<file path="src/rtl/cam_way_select.sv">
// Victim-way selector for the 4-way ToeCam insert path: lowest free way first,
// otherwise round-robin probe from the random index. Optional stats: CAM_WAY_SEL_STATS_EN.
module cam_way_select #(
  parameter int NUM_WAYS = 4,
  parameter int SEL_W    = 2
) (
  input  logic                Clk,
  input  logic                Rst,
  input  logic [SEL_W-1:0]    Mod,
  input  logic                ReqValid,
  output logic                ReqReady,
  input  logic [NUM_WAYS-1:0] ReqWayValid,
  input  logic [NUM_WAYS-1:0] ReqWayLock,
  output logic                GntValid,
  input  logic                GntReady,
  output logic [SEL_W-1:0]    GntWay,
  output logic                GntEvict,
  output logic                GntFail
`ifdef CAM_WAY_SEL_STATS_EN
  ,
  output logic [15:0]         EvictCnt,
  output logic [15:0]         FailCnt
`endif
);

  typedef enum logic [1:0] {
    IDLE   = 2'd0,
    CHOOSE = 2'd1,
    PROBE  = 2'd2,
    GRANT  = 2'd3
  } state_e;

  state_e              state_q, state_d;
  logic [SEL_W-1:0]    ptr_q, ptr_d;
  logic [SEL_W-1:0]    cnt_q, cnt_d;
  logic [NUM_WAYS-1:0] vq_q, vq_d;
  logic [NUM_WAYS-1:0] lq_q, lq_d;
  logic                req_ready_q, req_ready_d;
  logic                gnt_valid_q, gnt_valid_d;
  logic [SEL_W-1:0]    gnt_way_q, gnt_way_d;
  logic                gnt_evict_q, gnt_evict_d;
  logic                gnt_fail_q, gnt_fail_d;

  logic                free_found;
  logic [SEL_W-1:0]    free_idx;
  logic                gnt_hs;

  // Descending scan so the last hit, i.e. the lowest free index, wins.
  always_comb begin
    free_found = 1'b0;
    free_idx   = '0;
    for (int i = NUM_WAYS - 1; i >= 0; i--) begin
      if (!vq_q[i]) begin
        free_found = 1'b1;
        free_idx   = SEL_W'(i);
      end
    end
  end

  assign gnt_hs = (state_q == GRANT) && gnt_valid_q && GntReady;

  // NOTE: every always_comb output gets a default first, so no path can infer a latch.
  always_comb begin
    state_d     = state_q;
    ptr_d       = ptr_q;
    cnt_d       = cnt_q;
    vq_d        = vq_q;
    lq_d        = lq_q;
    req_ready_d = req_ready_q;
    gnt_valid_d = gnt_valid_q;
    gnt_way_d   = gnt_way_q;
    gnt_evict_d = gnt_evict_q;
    gnt_fail_d  = gnt_fail_q;

    unique case (state_q)
      IDLE: begin
        req_ready_d = 1'b1;
        if (ReqValid && req_ready_q) begin
          vq_d        = ReqWayValid;
          lq_d        = ReqWayLock;
          req_ready_d = 1'b0;
          state_d     = CHOOSE;
        end
      end
      CHOOSE: begin
        if (free_found) begin
          gnt_way_d   = free_idx;
          gnt_evict_d = 1'b0;
          gnt_fail_d  = 1'b0;
          state_d     = GRANT;
        end else begin
          ptr_d   = Mod;
          cnt_d   = '0;
          state_d = PROBE;
        end
      end
      PROBE: begin
        if (!lq_q[ptr_q]) begin
          gnt_way_d   = ptr_q;
          gnt_evict_d = 1'b1;
          gnt_fail_d  = 1'b0;
          state_d     = GRANT;
        end else if (cnt_q == SEL_W'(NUM_WAYS - 1)) begin
          gnt_way_d   = '0;
          gnt_evict_d = 1'b0;
          gnt_fail_d  = 1'b1;
          state_d     = GRANT;
        end else begin
          ptr_d = ptr_q + SEL_W'(1);
          cnt_d = cnt_q + SEL_W'(1);
        end
      end
      GRANT: begin
        if (gnt_hs) begin
          gnt_valid_d = 1'b0;
          gnt_evict_d = 1'b0;
          gnt_fail_d  = 1'b0;
          req_ready_d = 1'b1;
          state_d     = IDLE;
        end else begin
          gnt_valid_d = 1'b1;
        end
      end
      default: state_d = IDLE;
    endcase
  end

  // NOTE: state registers use non-blocking assignments so all flops update together.
  always_ff @(posedge Clk or posedge Rst) begin
    if (Rst) begin
      state_q     <= IDLE;
      ptr_q       <= '0;
      cnt_q       <= '0;
      vq_q        <= '0;
      lq_q        <= '0;
      req_ready_q <= 1'b0;
      gnt_valid_q <= 1'b0;
      gnt_way_q   <= '0;
      gnt_evict_q <= 1'b0;
      gnt_fail_q  <= 1'b0;
    end else begin
      state_q     <= state_d;
      ptr_q       <= ptr_d;
      cnt_q       <= cnt_d;
      vq_q        <= vq_d;
      lq_q        <= lq_d;
      req_ready_q <= req_ready_d;
      gnt_valid_q <= gnt_valid_d;
      gnt_way_q   <= gnt_way_d;
      gnt_evict_q <= gnt_evict_d;
      gnt_fail_q  <= gnt_fail_d;
    end
  end

  assign ReqReady = req_ready_q;
  assign GntValid = gnt_valid_q;
  assign GntWay   = gnt_way_q;
  assign GntEvict = gnt_evict_q;
  assign GntFail  = gnt_fail_q;

`ifdef CAM_WAY_SEL_STATS_EN
  logic [15:0] evict_cnt_q, fail_cnt_q;

  // Saturating event counters, bumped only on the grant handshake.
  always_ff @(posedge Clk or posedge Rst) begin
    if (Rst) begin
      evict_cnt_q <= '0;
      fail_cnt_q  <= '0;
    end else if (gnt_hs) begin
      if (gnt_evict_q && (evict_cnt_q != 16'hFFFF)) evict_cnt_q <= evict_cnt_q + 16'd1;
      if (gnt_fail_q && (fail_cnt_q != 16'hFFFF))   fail_cnt_q  <= fail_cnt_q + 16'd1;
    end
  end

  assign EvictCnt = evict_cnt_q;
  assign FailCnt  = fail_cnt_q;
`endif

endmodule
</file>
<file path="config.mk">
export PLATFORM = sky130hd
export DESIGN_NAME = cam_way_select
export DESIGN_NICKNAME = d
export VERILOG_FILES = /design/src/rtl/cam_way_select.sv
export SDC_FILE = /design/constraint.sdc
export NUM_CORES = 1
export LEC_CHECK = 0
export BUFFER_PORTS_ARGS = -buffer_cell sky130_fd_sc_hd__buf_2
export CAP_MARGIN = 15
export CORE_MARGIN = 2
export CORE_UTILIZATION = 25
export CTS_CLUSTER_DIAMETER = 40
export DETAILED_ROUTE_END_ITERATION = 16
export GPL_TIMING_DRIVEN = 0
export HOLD_SLACK_MARGIN = 0.02
export SLEW_MARGIN = 0
export SYNTH_ARGS = -nofsm -noshare
export SYNTH_HDL_FRONTEND = slang
export SYNTH_SLANG_ARGS = --single-unit
</file>
<file path="constraint.sdc">
create_clock -name Clk -period 6.25 [get_ports Clk]
set_clock_uncertainty 0.2 [all_clocks]
set_input_delay 0.625 -clock Clk [delete_from_list [all_inputs] [get_ports Clk]]
set_output_delay 0.625 -clock Clk [all_outputs]
set_load 0.05 [all_outputs]
</file>
==> load_flow_metrics.sql, run 1 <==
INSERT INTO impl_metrics (metric_group, metric, value, unit) VALUES
('status', 'outcome', 'finished, final reports clean', ''),
('clock_network', 'cts_hold_buf', '0', ''),
('synthesis', 'seq_area_frac_synth', '46.5', '%'),
('setup_path', 'worst-setup-path-type', 'register to register', ''),
('setup_path', 'end_kind', 'register', ''),
('global_route', 'gr-total-overflow', '0', ''),
('setup_path', 'worst-endpoint-required', '6.20', 'ns'),
('synthesis', 'synthCells', '97', ''),
('layout', 'flow.area_growth_from_synthesis', '21.3', '%'),
('layout', 'fillCellCount', '440', ''),
('layout', 'final_area', '1310', 'um2'),
('die', 'core_area', '4090', 'um2'),
('sta', 'finalHoldViolations', '0', ''),
('clock_network', 'post-cts-setup-buffer-count', '0', ''),
('sta', 'setup_viol', '0', ''),
('placement', 'finalWeightedCongestion', '0.805', ''),
('routing', 'drtAntennaViolNets', '0', ''),
('placement', 'place.detailed.hpwl', '1700', 'um'),
('clock_network', 'post_cts.resized_instances', '0', ''),
('layout', 'most-common-layout-cells', 'sky130_fd_sc_hd__dfrtp_1, sky130_fd_sc_hd__buf_2, sky130_fd_sc_hd__inv_1', ''),
('die', 'die_w', '69.6', 'um'),
('sta', 'timing.max_slew.rel_slack', '48.6', '%'),
('clock_network', 'cts_sinks', '20', ''),
('routing', 'post-route-drc-count', '0', ''),
('sta', 'finalCriticalPeriod', '2.32', 'ns'),
('sta', 'period_share', '37.1', '%'),
('placement', 'dpl-instance-area', '1230', 'um2'),
('sta', 'timing.setup.tns', '0', 'ns'),
('setup_path', 'path_cells', 'inv_1, ha_1, or3b_2, o32ai_2, or4_4, mux2_4', ''),
('clock_network', 'worst_setup_hold_path_clk_slew', '0.08', 'ns'),
('clock_network', 'clock_tree.root_cell', 'sky130_fd_sc_hd__clkbuf_8', ''),
('routing', 'total_vias_in_the_final_route', '824', ''),
('placement', 'port_buffers', '19', ''),
('global_route', 'grt_pass1_wl', '3720', 'um'),
('clock_network', 'worst_skew_pair.late_latency', '0.26', 'ns'),
('global_route', 'first_global_vias', '866', ''),
('synthesis', 'synth_warn', '0', ''),
('die', 'ios', '20', ''),
('pwr', 'power.density', '581', 'nW/um2'),
('pwr', 'irDropWorstVdd', '0.186', 'mV'),
('layout', 'final_nets', '141', ''),
('routing', 'wl_per_cell', '13.1', 'um'),
('die', 'number_of_rows_created_at_floorplan', '23', ''),
('clock_network', 'numCtsBuffers', '3', ''),
('setup_path', 'r2r_slack', '3.93', 'ns'),
('setup_path', 'critical_path_arrival', '2.27', 'ns'),
('setup_path', 'critPathMaxFanout', '4', ''),
('die', 'floorplan.initialDensity', '26.4', '%'),
('global_route', 'grt_start_max_net_pins', '21', ''),
('sta', 'final-max-slew-violation-count', '0', ''),
('routing', 'initialDrtViolationCount', '23', ''),
('run', 'maxCapViolations', '0', ''),
('routing', 'detailedRoute.firstPassIterationCount', '4', ''),
('setup_path', 'worstSetupStartpointType', 'register', ''),
('synthesis', 'avgSynthCellArea', '11.1', 'um2'),
('layout', 'mostFrequentLayoutCell', 'sky130_fd_sc_hd__dfrtp_1', ''),
('sta', 'worst_pin_slew', '0.771', 'ns'),
('routing', 'vias_per_cell', '4.85', ''),
('min_path', 'holdCritPathClass', 'input port to async pin', ''),
('routing', 'route.final.wire_length', '2230', 'um'),
('synthesis', 'syn-num-nets', '117', ''),
('sta', 'grt_setup_unrepaired', 'no', ''),
('synthesis', 'synth.lib_cells_used.distinct', '27', ''),
('clock_network', 'cts-htree-levels', '1', ''),
('die', 'die_h', '69.6', 'um'),
('setup_path', 'slowest_delay', '0.49', 'ns'),
('sta', 'max_freq', '431', 'MHz'),
('clock_network', 'tritoncts_clock_tree', 'built', ''),
('layout', 'diodes_inserted', '0', ''),
('global_route', 'antenna_found_initial', '0', ''),
('die', 'floorplan.die_area', '4850', 'um2'),
('synthesis', 'synth_seq_cells', '20', ''),
('global_route', 'track_usage', '9.47', '%'),
('layout', 'final_layout_size_suffix_gt1_share', '32.5', '%'),
('synthesis', 'post_synth_instance_area', '1080', 'um2'),
('pwr', 'static_leak', '0.623', 'nW'),
('clock_network', 'deepest_clock_path_buffer_count', '2', ''),
('setup_path', 'critical-path-slowest-cell', 'sky130_fd_sc_hd__or3b_2', '');
per-layer routing:
layer	up-vias	routed length [um]	global-route usage, %
li1	395	-	-
met4	0	62	5.34
met1	396	975	11.2
met2	27	1090	16.1
met3	6	100	1.60
met5	-	0	0
report_power, final:
group	switching [mW]	leakage (nW)	total (mW)	internal, mW
combinational	0.217	0.346	0.385	0.169
clock	0.0450	0.0357	0.130	0.0855
sequential	0.0518	0.241	0.243	0.191
total	0.313	0.623	0.759	0.446
flip-flops by register name, indices dropped and copies added (netlist names):
| signal | flops |
|---|---|
| lq_q | 4 |
| state_q | 2 |
| GntValid | 1 |
| cnt_q | 2 |
| GntEvict | 1 |
| ptr_q | 2 |
| vq_q | 4 |
| GntWay | 2 |
| ReqReady | 1 |
| GntFail | 1 |
area by class of cell:
| type | instances | area [um2] | area share, % |
|---|---|---|---|
| inverters | 12 | 45.0 | 3.45 |
| multi-input cells | 64 | 528 | 40.4 |
| well taps | 50 | 62.6 | 4.79 |
| clock buffers | 3 | 41.3 | 3.16 |
| repair buffers | 19 | 95.1 | 7.28 |
| plain buffers | 1 | 3.75 | 0.287 |
| clock inverters | 1 | 30.0 | 2.30 |
| flip-flops and latches | 20 | 500 | 38.3 |
final timing paths:
| kind | to | cells after the start | start |
|---|---|---|---|
| max | GntEvict$_DFFE_PP0P_ | 6 | state_q[0]$_DFFE_PP0P_ |
| min | GntWay[1]$_DFFE_PP0P_ | 2 | Rst |
| max reg2reg | GntEvict$_DFFE_PP0P_ | 6 | state_q[0]$_DFFE_PP0P_ |
| min reg2reg | cnt_q[0]$_DFFE_PP0P_ | 1 | cnt_q[0]$_DFFE_PP0P_ |
| max in group asynchronous | GntFail$_DFFE_PP0P_ | 2 | Rst |
| min in group Clk | cnt_q[0]$_DFFE_PP0P_ | 1 | cnt_q[0]$_DFFE_PP0P_ |
worst max-delay path, delay by kind of cell (launching register included):
kind	cells	cell delay, ns
AND/OR/NAND/NOR	2	0.72
flip-flops	1	0.41
multiplexers	1	0.29
adder cells (fa/ha/maj)	1	0.23
AO/OA/AOI/OAI	1	0.23
buffers and inverters	1	0.14
stage by stage:
step	setup WS (ns)	total power [mW]	cells	utilization (%)	hold slack, ns
2_1_floorplan	4.15	0.546	97	-	0.257
3_3_place_gp	4.03	0.609	166	30.2	0.267
3_5_place_dp	3.95	0.631	166	30.2	0.280
4_1_cts	3.94	0.763	170	32.0	0.293
5_1_grt	3.84	0.810	170	32.0	0.315
6_report	3.93	0.759	170	32.0	0.287
cells in the mapped netlist:
cell / number / area share [%]
sky130_fd_sc_hd__a211oi_1: 2 / 1.4
sky130_fd_sc_hd__a21o_1: 1 / 0.70
sky130_fd_sc_hd__a21oi_1: 3 / 1.4
sky130_fd_sc_hd__a22oi_1: 1 / 0.70
sky130_fd_sc_hd__a32o_1: 1 / 0.93
sky130_fd_sc_hd__clkbuf_1: 1 / 0.35
sky130_fd_sc_hd__dfrtp_1: 20 / 46
sky130_fd_sc_hd__ha_1: 6 / 7.0
sky130_fd_sc_hd__inv_1: 12 / 4.2
sky130_fd_sc_hd__mux2_2: 11 / 11
sky130_fd_sc_hd__mux2_4: 1 / 1.4
sky130_fd_sc_hd__mux2i_1: 6 / 5.6
sky130_fd_sc_hd__mux2i_2: 1 / 1.3
sky130_fd_sc_hd__nand2_1: 6 / 2.1
sky130_fd_sc_hd__nand3_1: 3 / 1.4
sky130_fd_sc_hd__nand4_1: 1 / 0.58
sky130_fd_sc_hd__nor2_1: 5 / 1.7
sky130_fd_sc_hd__nor3_1: 2 / 0.93
sky130_fd_sc_hd__o211ai_1: 2 / 1.4
sky130_fd_sc_hd__o21a_1: 2 / 1.4
sky130_fd_sc_hd__o21ai_0: 2 / 0.93
sky130_fd_sc_hd__o221ai_1: 1 / 0.81
sky130_fd_sc_hd__o22a_1: 1 / 0.81
sky130_fd_sc_hd__o22ai_1: 3 / 1.7
sky130_fd_sc_hd__o32ai_2: 1 / 1.5
sky130_fd_sc_hd__or3b_2: 1 / 0.81
sky130_fd_sc_hd__or4_4: 1 / 1.0
logic make-up (layout without fill, tap and decap cells):
| logic type | after synthesis | count (layout) | share of synthesized area [%] |
|---|---|---|---|
| fa+ha+maj | 6 | 6 | 6.97 |
| buf+inv | 13 | 36 | 4.53 |
| flops | 20 | 20 | 46.5 |
| compound gates | 20 | 20 | 13.7 |
| mux | 19 | 19 | 19.7 |
| simple gates | 19 | 19 | 8.59 |
Power figures use the tool's default switching activity.
==> run 2: changes to the inputs <==
==> constraint.sdc (replaced) <==
create_clock -name Clk -period 2 [get_ports Clk]
set_clock_uncertainty 0.2 [all_clocks]
set_input_delay 0.2 -clock Clk [delete_from_list [all_inputs] [get_ports Clk]]
set_output_delay 0.2 -clock Clk [all_outputs]
set_load 0.05 [all_outputs]
==> run 2 against run 1 <==
  * The flow now finishes with violations (negative setup slack)
  * Hold slack got worse by 0.21 ns
  * Via count increased by 5.3%
  * Clock-buffer cell count unchanged
  * Final cell count increased by 8.8%
  * First-iteration DRC count decreased by 35%
  * Critical path depth unchanged
  * Maximum frequency increased by 14%
  * Design area increased by 15%
  * Largest cell class unchanged
==> load_flow_metrics.sql, run 2 (synthesis gave the netlist of run 1 again) <==
INSERT INTO impl_metrics (metric_group, metric, value, unit) VALUES
('status', 'outcome', 'finished with violations', ''),
('sta', 'timing.setup.tns', '-0.0334', 'ns'),
('setup_path', 'worst-endpoint-required', '1.95', 'ns'),
('run', 'maxCapViolations', '0', ''),
('clock_network', 'tritoncts_clock_tree', 'built', ''),
('placement', 'dp_worst_setup_slack', '-0.136', 'ns'),
('sta', 'max_freq', '492', 'MHz'),
('global_route', 'grt_start_max_net_pins', '21', ''),
('layout', 'flow.area_growth_from_synthesis', '39.7', '%'),
('pwr', 'irDropWorstVdd', '0.829', 'mV'),
('sta', 'grt_setup_unrepaired', 'yes', ''),
('clock_network', 'deepest_clock_path_buffer_count', '2', ''),
('routing', 'drtAntennaViolNets', '0', ''),
('sta', 'finalCriticalPeriod', '2.03', 'ns'),
('die', 'die_h', '69.6', 'um'),
('routing', 'post-route-drc-count', '0', ''),
('sta', 'period_share', '102', '%'),
('global_route', 'gr-total-overflow', '0', ''),
('global_route', 'antenna_found_initial', '0', ''),
('routing', 'total_vias_in_the_final_route', '868', ''),
('layout', 'reg.largest.list', 'lq_q x4, vq_q x4', ''),
('clock_network', 'clock_tree.root_cell', 'sky130_fd_sc_hd__clkbuf_8', ''),
('routing', 'wl_per_cell', '13.0', 'um'),
('pwr', 'power.density', '1740', 'nW/um2'),
('pwr', 'pwr-share-comb', '54.1', '%'),
('setup_path', 'critPathMaxFanout', '4', ''),
('sta', 'setup_viol', '1', ''),
('placement', 'finalWeightedCongestion', '0.756', ''),
('pwr', 'static_leak', '0.688', 'nW'),
('die', 'floorplan.die_area', '4850', 'um2'),
('setup_path', 'worstSetupStartpointType', 'register', ''),
('sta', 'finalHoldViolations', '0', ''),
('layout', 'diodes_inserted', '0', ''),
('pwr', 'pwr-share-seq', '30.5', '%'),
('placement', 'dpl-instance-area', '1250', 'um2'),
('global_route', 'grt_pass1_wl', '3990', 'um'),
('layout', 'final_area', '1510', 'um2'),
('clock_network', 'numCtsBuffers', '3', ''),
('clock_network', 'cts-htree-levels', '1', ''),
('routing', 'detailedRoute.firstPassIterationCount', '4', ''),
('pwr', 'switching_fraction', '40.8', '%'),
('clock_network', 'cts_sinks', '20', ''),
('die', 'floorplan.initialDensity', '26.4', '%'),
('pwr', 'clock_power_share', '15.4', '%'),
('layout', 'most-common-layout-cells', 'sky130_fd_sc_hd__buf_2, sky130_fd_sc_hd__dfrtp_1, sky130_fd_sc_hd__mux2_2', ''),
('global_route', 'first_global_vias', '882', ''),
('die', 'core_area', '4090', 'um2'),
('layout', 'fin_cells', '185', ''),
('pwr', 'cellInternalPower', '1.55', 'mW'),
('status', 'violations', 'negative setup slack', ''),
('layout', 'post-route-util', '36.8', '%'),
('die', 'number_of_rows_created_at_floorplan', '23', ''),
('placement', 'place.detailed.hpwl', '1700', 'um'),
('routing', 'initialDrtViolationCount', '15', ''),
('die', 'die_w', '69.6', 'um'),
('routing', 'route.final.wire_length', '2400', 'um'),
('clock_network', 'worst_skew_pair.late_latency', '0.26', 'ns'),
('routing', 'vias_per_cell', '4.69', ''),
('layout', 'final_nets', '156', ''),
('setup_path', 'worst-setup-path-type', 'register to register', ''),
('placement', 'port_buffers', '19', ''),
('layout', 'mostFrequentLayoutCell', 'sky130_fd_sc_hd__buf_2', ''),
('layout', 'fillCellCount', '417', ''),
('setup_path', 'end_kind', 'register', ''),
('sta', 'timing.max_slew.rel_slack', '48.6', '%'),
('clock_network', 'worst_setup_hold_path_clk_slew', '0.08', 'ns'),
('placement', 'placed_cells_incl_taps', '166', ''),
('sta', 'fin_worst_hold_slack', '0.0759', 'ns'),
('global_route', 'track_usage', '10.1', '%'),
('pwr', 'total_power_of_the_final_layout', '2.62', 'mW'),
('pwr', 'netSwitchingPower', '1.07', 'mW'),
('sta', 'finalWorstSetupSlack', '-0.0334', 'ns'),
('min_path', 'holdCritPathClass', 'input port to register', ''),
('die', 'ios', '20', ''),
('sta', 'worst_pin_slew', '0.771', 'ns'),
('sta', 'final-max-slew-violation-count', '0', ''),
('layout', 'final_layout_size_suffix_gt1_share', '42.2', '%'),
('setup_path', 'critical_path_arrival', '1.98', 'ns');
[run 2: timing repair]
action | 4_1_cts | 5_1_grt
setup buffers | 0 | 6
endpoints found under the hold margin | 28 | 0
hold buffers | 9 | 0
endpoints found under the setup margin | 4 | 8
gates resized for setup | 4 | 10
[run 2: path summary, 6_finish.rpt]
| path | start | slack, ns | cells after the start | endpoint |
|---|---|---|---|---|
| hold reg to reg | cnt_q[0]$_DFFE_PP0P_ | 0.29 | 1 | cnt_q[0]$_DFFE_PP0P_ |
| max in group asynchronous | Rst | 0.64 | 3 | ptr_q[1]$_DFFE_PP0P_ |
| hold / removal | GntReady | 0.08 | 3 | GntValid$_DFFE_PP0P_ |
| min in group asynchronous | Rst | 0.43 | 3 | vq_q[1]$_DFFE_PP0P_ |
| setup reg to reg | state_q[0]$_DFFE_PP0P_ | -0.03 | 6 | GntEvict$_DFFE_PP0P_ |
| setup / recovery | state_q[0]$_DFFE_PP0P_ | -0.03 | 6 | GntEvict$_DFFE_PP0P_ |
[run 2: layout make-up]
type | count | area (um2) | area share [%]
multi-input cells | 64 | 588 | 39.1
flip-flops and latches | 20 | 503 | 33.4
repair buffers | 34 | 230 | 15.3
well taps | 50 | 62.6 | 4.16
inverters | 12 | 45.0 | 2.99
clock buffers | 3 | 41.3 | 2.74
clock inverters | 1 | 30.0 | 2.00
plain buffers | 1 | 5.00 | 0.333
[run 2: routing by layer]
layer / up-vias / wire [um] / GRT usage (%)
met2: 23 / 1220 / 17.3
met5: - / 0 / 0
met3: 6 / 77 / 1.89
met4: 0 / 36 / 4.49
met1: 414 / 1070 / 12.4
li1: 425 / - / -
[run 2: power groups by stage]
stage	Sequential (mW)	Clock (mW)	Combinational, mW
floorplan	0.886	0	0.856
global placement	0.756	0	1.19
detailed placement	0.767	0	1.23
CTS	0.786	0.409	1.29
global route	0.829	0.431	1.55
finish	0.800	0.405	1.42
[run 2: worst max-delay path: stages, from the launching register on]
cell	delay, ns
sky130_fd_sc_hd__dfrtp_1	0.39
sky130_fd_sc_hd__inv_2	0.07
sky130_fd_sc_hd__ha_4	0.16
sky130_fd_sc_hd__or3b_4	0.24
sky130_fd_sc_hd__o32ai_4	0.09
sky130_fd_sc_hd__or4_4	0.45
sky130_fd_sc_hd__mux2_4	0.31
==> run 3: changes to the inputs <==
--- a/config.mk
+++ b/config.mk
@@ -8,11 +8,12 @@
 export BUFFER_PORTS_ARGS = -buffer_cell sky130_fd_sc_hd__buf_2
 export CAP_MARGIN = 15
 export CORE_MARGIN = 2
-export CORE_UTILIZATION = 25
+export CORE_UTILIZATION = 43
 export CTS_CLUSTER_DIAMETER = 40
 export DETAILED_ROUTE_END_ITERATION = 16
 export GPL_TIMING_DRIVEN = 0
 export HOLD_SLACK_MARGIN = 0.02
+export PLACE_DENSITY = 0.67
 export SLEW_MARGIN = 0
 export SYNTH_ARGS = -nofsm -noshare
 export SYNTH_HDL_FRONTEND = slang
==> run 3 against run 2 <==
  * The run still ends with negative setup slack left
  * Die area is 40% lower
  * Via count is 2.5% lower
  * Sequential share of layout area is 1.2 points higher
  * Register-to-register slack worse by 0.02 ns
  * Final cell count is 11% lower
  * Hold slack worse by 0.013 ns
  * Combinational power is 4% higher
  * Largest cell class unchanged
==> load_flow_metrics.sql, run 3 (synthesis gave the netlist of run 1 again) <==
INSERT INTO impl_metrics (metric_group, metric, value, unit) VALUES
('status', 'outcome', 'finished with violations', ''),
('status', 'violations', 'negative setup slack', ''),
('setup_path', 'worst_r2r_startpoint', 'state_q[0]$_DFFE_PP0P_', ''),
('layout', 'final_nets', '156', ''),
('setup_path', 'worstReg2RegEnd', 'state_q[1]$_DFFE_PP0P_', ''),
('routing', 'initialDrtViolationCount', '24', ''),
('setup_path', 'worstSetupStartpointType', 'register', ''),
('setup_path', 'r2r_slack', '-0.05', 'ns'),
('clock_network', 'worst_setup_hold_path_clk_slew', '0.11', 'ns'),
('placement', 'port_buffers', '19', ''),
('clock_network', 'deepest_clock_path_buffer_count', '2', ''),
('layout', 'diodes_inserted', '0', ''),
('pwr', 'clock_power_share', '7.5', '%'),
('global_route', 'grt_start_max_net_pins', '21', ''),
('sta', 'finalWorstSetupSlack', '-0.0502', 'ns'),
('clock_network', 'cts-htree-levels', '1', ''),
('pwr', 'irDropWorstVdd', '0.992', 'mV'),
('pwr', 'pwr-share-seq', '32.6', '%'),
('routing', 'vias_per_cell', '5.16', ''),
('pwr', 'power.density', '1690', 'nW/um2'),
('layout', 'post-route-util', '59.7', '%'),
('pwr', 'pwr-share-comb', '59.9', '%'),
('sta', 'final-max-slew-violation-count', '0', ''),
('setup_path', 'cp-endpoint', 'state_q[1]$_DFFE_PP0P_', ''),
('run', 'maxCapViolations', '0', ''),
('layout', 'fin_cells', '164', ''),
('pwr', 'netSwitchingPower', '1.06', 'mW'),
('sta', 'grt_setup_unrepaired', 'yes', ''),
('layout', 'ff_latch_area', '503', 'um2'),
('min_path', 'worst_hold_path.num_cells', '3', ''),
('sta', 'finalHoldViolations', '0', ''),
('layout', 'flow.area_growth_from_synthesis', '34.8', '%'),
('global_route', 'gr-total-overflow', '0', ''),
('setup_path', 'critical_path_arrival', '2.03', 'ns'),
('placement', 'finalWeightedCongestion', '0.802', ''),
('placement', 'placed_cells_incl_taps', '146', ''),
('layout', 'most-common-layout-cells', 'sky130_fd_sc_hd__buf_2, sky130_fd_sc_hd__dfrtp_1, sky130_fd_sc_hd__inv_1, sky130_fd_sc_hd__mux2_2, sky130_fd_sc_hd__dlygate4sd3_1', ''),
('die', 'die_h', '54.1', 'um'),
('sta', 'setup_viol', '5', ''),
('die', 'core_area', '2430', 'um2'),
('die', 'die_w', '54.1', 'um'),
('layout', 'final_layout_size_suffix_gt1_share', '40.3', '%'),
('die', 'floorplan.initialDensity', '44.3', '%'),
('setup_path', 'r2r_cells', '7', ''),
('die', 'number_of_rows_created_at_floorplan', '18', ''),
('setup_path', 'end_kind', 'register', ''),
('sta', 'timing.setup.tns', '-0.133', 'ns'),
('layout', 'mostFrequentLayoutCell', 'sky130_fd_sc_hd__buf_2', ''),
('sta', 'timing.max_slew.rel_slack', '50.2', '%'),
('pwr', 'static_leak', '0.677', 'nW'),
('global_route', 'first_global_vias', '840', ''),
('global_route', 'grt_pass1_wl', '3780', 'um'),
('setup_path', 'startpoint', 'state_q[0]$_DFFE_PP0P_', ''),
('setup_path', 'worst-endpoint-required', '1.98', 'ns'),
('routing', 'route.final.wire_length', '2230', 'um'),
('global_route', 'track_usage', '18.2', '%'),
('die', 'ios', '20', ''),
('sta', 'worst_pin_slew', '0.746', 'ns'),
('layout', 'final_area', '1450', 'um2'),
('clock_network', 'cts_sinks', '20', ''),
('sta', 'max_freq', '488', 'MHz'),
('pwr', 'switching_fraction', '43.4', '%'),
('clock_network', 'clock_tree.root_cell', 'sky130_fd_sc_hd__clkbuf_4', ''),
('global_route', 'antenna_found_initial', '0', ''),
('routing', 'total_vias_in_the_final_route', '846', ''),
('sta', 'period_share', '103', '%'),
('sta', 'finalCriticalPeriod', '2.05', 'ns'),
('clock_network', 'worst_skew_pair.late_latency', '0.29', 'ns'),
('pwr', 'cellInternalPower', '1.39', 'mW'),
('placement', 'dpl-instance-area', '1230', 'um2'),
('routing', 'wl_per_cell', '13.6', 'um'),
('clock_network', 'numCtsBuffers', '3', ''),
('sta', 'fin_worst_hold_slack', '0.0629', 'ns'),
('routing', 'detailedRoute.firstPassIterationCount', '4', ''),
('layout', 'reg.largest.list', 'lq_q x4, vq_q x4', ''),
('layout', 'fillCellCount', '212', ''),
('setup_path', 'worst-setup-path-type', 'register to register', ''),
('min_path', 'holdCritPathClass', 'input port to register', ''),
('placement', 'place.detailed.hpwl', '1480', 'um'),
('clock_network', 'tritoncts_clock_tree', 'built', ''),
('routing', 'drtAntennaViolNets', '0', ''),
('setup_path', 'critPathMaxFanout', '4', ''),
('die', 'floorplan.die_area', '2920', 'um2'),
('layout', 'multiInputGateArea', '603', 'um2'),
('routing', 'post-route-drc-count', '0', '');
run 3: layout make-up:
type	count	area share, %
Buffer	1	0.345
Clock buffer	3	1.55
Inverter	12	3.10
Multi-Input combinational cell	64	41.5
Sequential cell	20	34.6
Tap cell	30	2.58
Timing Repair Buffer	34	16.3
run 3: worst min-delay path by stage:
stage,from,endpoint,slack (ns)
final,Mod[1],ptr_q[1]$_DFFE_PP0P_,0.06
after global routing,Mod[1],ptr_q[1]$_DFFE_PP0P_,0.07
after CTS,Mod[1],ptr_q[1]$_DFFE_PP0P_,0.06
after detailed placement,Rst,vq_q[2]$_DFFE_PP0P_,0.18
after global placement,Rst,vq_q[2]$_DFFE_PP0P_,0.16
after floorplan,Rst,GntEvict$_DFFE_PP0P_,-0.04
run 3: routing by layer:
layer / up-vias / GRT usage [%] / wire length, um
li1: 425 / - / -
met1: 400 / 23.5 / 1040
met2: 17 / 29.9 / 1100
met3: 4 / 3.61 / 67
met4: 0 / 7.08 / 24
met5: - / 0 / 0
run 3: power by group through the flow:
| stage | clock (mW) | sequential (mW) | combinational [mW] |
|---|---|---|---|
| 6_report | 0.184 | 0.798 | 1.47 |
| 5_1_grt | 0.211 | 0.827 | 1.61 |
| 4_1_cts | 0.193 | 0.781 | 1.30 |
| 3_5_place_dp | 0 | 0.761 | 1.22 |
| 3_3_place_gp | 0 | 0.755 | 1.19 |
| 2_1_floorplan | 0 | 0.886 | 0.856 |
run 3: metrics by stage:
| stage | power [mW] | setup WS, ns |
|---|---|---|
| floorplan | 1.74 | 0.00674 |
| global placement | 1.94 | -0.0959 |
| detailed placement | 1.98 | -0.147 |
| CTS | 2.27 | -0.0839 |
| global route | 2.65 | -0.107 |
| finish | 2.45 | -0.0502 |
run 3: worst max-delay path, cell delays in order, from the launching register on:
cell and delay (ns):
sky130_fd_sc_hd__dfrtp_1 0.42, sky130_fd_sc_hd__inv_2 0.09, sky130_fd_sc_hd__ha_4 0.15, sky130_fd_sc_hd__or3b_4 0.40
sky130_fd_sc_hd__o32ai_4 0.16, sky130_fd_sc_hd__buf_6 0.15, sky130_fd_sc_hd__a211oi_4 0.04, sky130_fd_sc_hd__mux2_4 0.32
run 3: repair_timing:
action,4_1_cts,5_1_grt
pin swaps,0,1
hold buffers,10,0
setup buffers,1,4
resized for setup,6,9
endpoints found under the setup margin,5,8
hold endpoints to repair,29,0
